`config.mk`:
```
export PLATFORM = sky130hd
export DESIGN_NAME = ahb_lite_arbiter
export DESIGN_NICKNAME = d
export VERILOG_FILES = /design/src/rtl/ahb_lite_arbiter.sv
export SDC_FILE = /design/constraint.sdc
export NUM_CORES = 1
export LEC_CHECK = 0
export BUFFER_PORTS_ARGS = -buffer_cell sky130_fd_sc_hd__buf_2
export CAP_MARGIN = 20
export CORE_AREA = 5 5 117 119
export CTS_CLUSTER_SIZE = 20
export DETAILED_ROUTE_END_ITERATION = 10
export DIE_AREA = 0 0 122 124
export GPL_TIMING_DRIVEN = 0
export PLACE_DENSITY_LB_ADDON = 0.1
export SLEW_MARGIN = 20
export SYNTH_ARGS = -nofsm -noshare
export SYNTH_HDL_FRONTEND = slang
export SYNTH_SLANG_ARGS = --single-unit
```
`constraint.sdc`:
```
create_clock -name HCLK -period 3.3 [get_ports HCLK]
set_clock_uncertainty 0.2 [all_clocks]
set_input_delay 0.33 -clock HCLK [delete_from_list [all_inputs] [get_ports HCLK]]
set_output_delay 0.33 -clock HCLK [all_outputs]
set_load 0.05 [all_outputs]
```
`src/rtl/ahb_lite_arbiter.sv`:
```
// Round-robin AHB-Lite arbiter: NUM_MST masters share one slave port, ownership moves only after an accepted IDLE.
// Optional feature macro AHB_ARB_LOCK_EN: owner keeps the grant while it asserts HMASTLOCK.
module ahb_lite_arbiter #(
   parameter int NUM_MST = 2,
   parameter int ADDR_W  = 32,
   parameter int DATA_W  = 32
) (
   input  logic                       HCLK,
   input  logic                       HRESET,
   input  logic [NUM_MST*ADDR_W-1:0]  m_HADDR,
   input  logic [NUM_MST*2-1:0]       m_HTRANS,
   input  logic [NUM_MST-1:0]         m_HWRITE,
   input  logic [NUM_MST*3-1:0]       m_HSIZE,
   input  logic [NUM_MST*3-1:0]       m_HBURST,
   input  logic [NUM_MST*4-1:0]       m_HPROT,
   input  logic [NUM_MST-1:0]         m_HMASTLOCK,
   input  logic [NUM_MST*DATA_W-1:0]  m_HWDATA,
   output logic [NUM_MST-1:0]         m_HREADY,
   output logic [NUM_MST-1:0]         m_HRESP,
   output logic [DATA_W-1:0]          m_HRDATA,
   output logic [ADDR_W-1:0]          HADDR,
   output logic [1:0]                 HTRANS,
   output logic                       HWRITE,
   output logic [2:0]                 HSIZE,
   output logic [2:0]                 HBURST,
   output logic [3:0]                 HPROT,
   output logic                       HMASTLOCK,
   output logic [DATA_W-1:0]          HWDATA,
   output logic                       HSEL,
   output logic                       HREADY,
   input  logic                       HREADYOUT,
   input  logic                       HRESP,
   input  logic [DATA_W-1:0]          HRDATA,
   output logic [$clog2(NUM_MST)-1:0] HMASTER
);
   localparam int MW = $clog2(NUM_MST);
   localparam int unsigned N = NUM_MST;

   typedef enum logic [1:0] {
      IDLE   = 2'b00,
      BUSY   = 2'b01,
      NONSEQ = 2'b10,
      SEQ    = 2'b11
   } htrans_t;

   logic [MW-1:0]      down;
   logic [MW-1:0]      next_owner;
   logic [NUM_MST-1:0] req;
   htrans_t            owner_trans;
   logic               lock_held;
   logic               rel;
   logic               found;
   int unsigned        best_d;
   int unsigned        d;

   always_comb begin
      req = '0;
      for (int unsigned i = 0; i < N; i++) begin
         req[i] = m_HTRANS[2*i+1];
      end
   end

   assign owner_trans = htrans_t'(m_HTRANS[2*HMASTER +: 2]);

`ifdef AHB_ARB_LOCK_EN
   assign lock_held = m_HMASTLOCK[HMASTER];
   assign HMASTLOCK = ~HRESET & m_HMASTLOCK[HMASTER];
`else
   logic unused_lock;
   assign lock_held   = 1'b0;
   assign HMASTLOCK   = 1'b0;
   assign unused_lock = ^m_HMASTLOCK;
`endif

   assign rel = HREADYOUT & (owner_trans == IDLE) & ~lock_held;

   // Nearest requester above the owner (cyclic distance 1..N-1) wins.
   always_comb begin
      next_owner = HMASTER;
      found      = 1'b0;
      best_d     = N;
      d          = 0;
      for (int unsigned j = 0; j < N; j++) begin
         d = (j + N - 32'(HMASTER)) % N;
         if (req[j] && d != 0 && d < best_d) begin
            best_d     = d;
            next_owner = MW'(j);
            found      = 1'b1;
         end
      end
   end

   always_ff @(posedge HCLK or posedge HRESET) begin
      if (HRESET) begin
         HMASTER <= '0;
         down    <= '0;
      end else begin
         if (HREADYOUT) down <= HMASTER;
         if (rel && found) HMASTER <= next_owner;
      end
   end

   always_comb begin
      HADDR    = m_HADDR[HMASTER*ADDR_W +: ADDR_W];
      HTRANS   = HRESET ? IDLE : owner_trans;
      HWRITE   = m_HWRITE[HMASTER];
      HSIZE    = m_HSIZE[HMASTER*3 +: 3];
      HBURST   = m_HBURST[HMASTER*3 +: 3];
      HPROT    = m_HPROT[HMASTER*4 +: 4];
      HWDATA   = m_HWDATA[down*DATA_W +: DATA_W];
      HSEL     = ~HRESET;
      HREADY   = HREADYOUT;
      m_HRDATA = HRDATA;
   end

   // Non-owners stall only while they request; an idle non-owner sees ready.
   always_comb begin
      m_HREADY = '1;
      m_HRESP  = '0;
      for (int unsigned i = 0; i < N; i++) begin
         if (HRESET) begin
            m_HREADY[i] = 1'b1;
            m_HRESP[i]  = 1'b0;
         end else if (32'(HMASTER) == i) begin
            m_HREADY[i] = HREADYOUT;
            m_HRESP[i]  = HRESP;
         end else begin
            m_HREADY[i] = ~req[i];
            m_HRESP[i]  = 1'b0;
         end
      end
   end
endmodule
```
; ---- Word level (Yosys, flattened, before mapping)
; Cells that the tools add are included.
[totals]
regBits = 2
out_inout_bits = 117
wordCells = 42
[op_classes]
addsub = 2
multipliers = 1
order_cmp = 3
shifts = 6
n_mux = 16
bitwise_logic = 4
reduce_logical = 8
[ops]
columns = cell, n
row1 = variable part select 64 x 7 -> 32 bit, 2
row2 = less-than comparator 1 x 32 -> 1 bit, 1
row3 = two-way mux 1 bit, 14
row4 = variable part select 6 x 4 -> 3 bit, 2
row5 = variable part select 8 x 4 -> 4 bit, 1
row6 = logical AND 1 bit, 5
row7 = less-than comparator 1 x 2 -> 1 bit (second input constant), 2
row8 = two-way mux 2 bit, 2
row9 = variable part select 4 x 3 -> 2 bit, 1
row10 = multiplier 1 x 2 -> 3 bit (second input constant), 1
row11 = NOT 1 bit, 3
row12 = zero test 2 bit, 1
row13 = AND reduction 2 bit, 1
row14 = nonzero test 2 bit, 1
row15 = subtractor 1 bit (first input constant), 2
row16 = AND 1 bit, 1

; ---- Logic depth before layout (Yosys ltp)
[depth]
word_depth = 9
ltp_mapped = 4
depth_no_buf = 2

; ---- Worst setup path before layout
; OpenSTA, ideal clock, no wires.
[synth_path]
path_type = register to output
startpoint = reg HMASTER
endpoint = out m_HRESP[0]
arrival_time_ps = 2085
t_required_ps = 2770
path_slack_ps = 685
stages_incl_launch_ff = 4
n_path_buf = 2
cell_sequence = dfrtp_1 -> buf_6 -> buf_6 -> nor3b_1
[synth_between]
elab_chain_len = 2
[synth_rtl]
columns = item, line_no
row1 = start: declaration, 34  ; output logic [$clog2(NUM_MST)-1:0] HMASTER
row2 = start signal: assignment, 99  ; if (rel && found) HMASTER <= next_owner;
row3 = two-way mux 1 bit, 124  ; end else if (32'(HMASTER) == i) begin
row4 = two-way mux 1 bit, 121  ; if (HRESET) begin
row5 = end: declaration, 19  ; output logic [NUM_MST-1:0] m_HRESP,
; No other way between the ends.

; ---- Worst setup path after layout
[layout_path]
startpoint = in HRESET
endpoint = out m_HRESP[1]
[layout_between]
elab_chain_len = 1
[layout_rtl]
columns = item, line_no
row1 = start: declaration, 9  ; input logic HRESET,
row2 = two-way mux 1 bit, 121
; No other way between the ends.

==> flow_summary.ini <==
[power]
power.switching_w = 0.000525
power_frac_comb = 0.790
pwr-share-seq = 0.027
p_sw_frac = 0.530
clockPowerShare = 0.183
p_leak_nw = 2.11
p_int_w = 0.000465
power_per_cell_area_mw_per_mm2 = 298
ir_drop_v = 0.000131

[hold_path]
hold_path_depth = 3
worstHoldEndpoint = HMASTER
hp-start = m_HTRANS[2]
min_path_type = input pin to register

[yosys]
synth_top_area_frac = 0.654
syn_nets = 331
ys.warnings.count = 0
ys_types = 17
synth_seq_cells = 2
synth_area_leaders = mux2_4 65%, buf_4 15%, buf_6 6.8%
avgSynthCellArea_um2 = 11.9
netlist_area_mm2 = 0.00165
synth_area_leader_cell = mux2_4
seq_area_frac_synth = 0.0303
synth_cells = 139

[clock_tree]
clock-root-buffer = clkbuf_16
numCtsBuffers = 3
htreeDepth = 1
clkTransAtPathRegs_ps = 30
insertion_delay_ps = 220
post_cts_buffers = 0
clk_path_buf_depth = 2
cts_tree = done
clock-sinks = 2

[setup_path]
r2r-start = HMASTER
worstSetupStartpointType = input pin
crit_type = input pin to output pin
worstPathMaxFanout = 5
worstReg2RegEnd = down
r2r_cells = 3
rrSetupSlack_ps = 2050
endpoint_kind = output pin
cp.arrival_ps = 1600
critPathRequiredTime_ps = 2770

[global_routing]
grt_max_degree = 11
grt_pass1_wl_um = 11300
grt_usage = 0.0996
grt_overflow = 0
grt_pass1_vias = 2239
antenna_found_initial = 0

[flow_run]
cap_violations = 0

[drt]
route.detailed.drc = 0
drtPass1Iterations = 4
drtAntennaViolNets = 0
wire_per_inst_um = 14.6
drtIter0Drc = 14
vias_per_cell = 3.54
num_vias = 2079
routed_wl_um = 8610

[timing]
fin_crit_sh = 0.645
final.setup.tns_ps = 0
finalMaxSlewViolations = 0
hold_viol_final = 0
fin_crit_ps = 2130
fmax_mhz = 470
rsz0062_at_grt = no
timing.final.ws_setup_ps = 1170
final-setup-viol-count = 0

[cells_and_area]
antenna_cells = 0
syn2layout_area_growth_pct = 101
drive_gt1_frac = 0.952
nNetsFinal = 610

[floorplanning]
die_h_um = 124
rows = 41
coreArea_mm2 = 0.0125
dieArea_mm2 = 0.0151
ios = 309
die_width_um = 122
initial_core_util = 0.133

[placement]
dp_hpwl_um = 8130
dp_slack_ps = 1390
gp_congestion = 0.776
io_buffers = 273

[run_status]
outcome = complete, no violations
## flip-flops by register name, summed over array words and instances (netlist names)
| register | cells |
|---|---|
| HMASTER | 1 |
| down | 1 |
## cell usage in the layout, fill, tap and decap left out
cell type and n:
a21o_1 1, nand4_1 1, nand4bb_1 1, clkbuf_16 3, and3_1 1, mux2_4 72, mux2_2 4, o21ai_0 1
nand3_1 1, nor2_1 2, nand2b_1 4, nor3b_1 1, buf_2 273, conb_1 1, inv_1 1, mux2i_1 2
buf_4 34, buf_6 10, dlygate4sd3_1 1, dfrtp_1 2
## worst max-delay path, cell delays in order
cell and delay, ps:
dlygate4sd3_1 540, buf_2 150, inv_1 150, and3_1 170, buf_2 260
## synthesized netlist by cell type, drive strengths merged
cell type	instances
and3	1
a21o	1
dfrtp	2
inv	1
mux2	76
nand4bb	1
conb	1
mux2i	2
buf	44
nor3b	1
nand4	1
nor2	2
nand3	1
o21ai	1
nand2b	4
## layer usage
layer	wire, um	part of all wire	global-route usage
met5	0	0	0
met4	71	0.0082	0.0294
met3	1460	0.17	0.0527
met2	4730	0.55	0.206
met1	2340	0.27	0.0789
## stage by stage
stage                     cells  instance area (um2)  total power (W)   util  hold slack (ps)
after floorplan             139                 1650         0.000612      -             54.1
after global placement      584                 3230         0.000820  0.259             84.7
after detailed placement    584                 3230         0.000818  0.259             80.4
after CTS                   588                 3320          0.00100  0.266              204
after global routing        588                 3320          0.00104  0.266              257
final                       588                 3320         0.000990  0.266              206
## layout make-up
cell class              instances  area [um2]
well taps                     172         215
plain buffers                  44         368
flip-flops and latches          2        50.0
repair buffers                274        1380
clock buffers                   3        75.1
inverters                       1        3.75
fillers                      1384        9150
multi-input cells              92        1230
## kinds of logic after synthesis
kind of cell | after synthesis | synth area share
multiplexers | 78 | 0.693
flip-flops | 2 | 0.0303
AND/OR/NAND/NOR | 11 | 0.0416
other | 1 | 0.00227
buffers and inverters | 45 | 0.225
AO/OA/AOI/OAI | 2 | 0.00757
## how the worst max path moves through the flow
stage	depth (start not counted)	endpoint	start	slack, ps
6_report	5	m_HRESP[1]	HRESET	1170
5_1_grt	5	m_HRESP[1]	HRESET	1080
4_1_cts	5	m_HRESP[1]	HRESET	1140
3_5_place_dp	5	HTRANS[0]	HMASTER	1390
3_3_place_gp	5	HTRANS[0]	HMASTER	1420
2_1_floorplan	3	m_HRESP[0]	HMASTER	690
## power by group through the flow
| stage | registers (W) | clock network [W] | logic (W) |
|---|---|---|---|
| after floorplan | 0.0000292 | 0 | 0.000583 |
| after detailed placement | 0.0000271 | 0 | 0.000791 |
| after CTS | 0.0000269 | 0.000184 | 0.000794 |
| after global placement | 0.0000271 | 0 | 0.000792 |
| final | 0.0000268 | 0.000181 | 0.000783 |
| after global routing | 0.0000270 | 0.000188 | 0.000821 |
## timing repair
item | 4_1_cts | 5_1_grt
gates resized for setup | 0 | 0
endpoints found under the hold margin | 2 | 0
hold buffers | 1 | 0
Note: power is estimated with default switching activity, not from simulation.
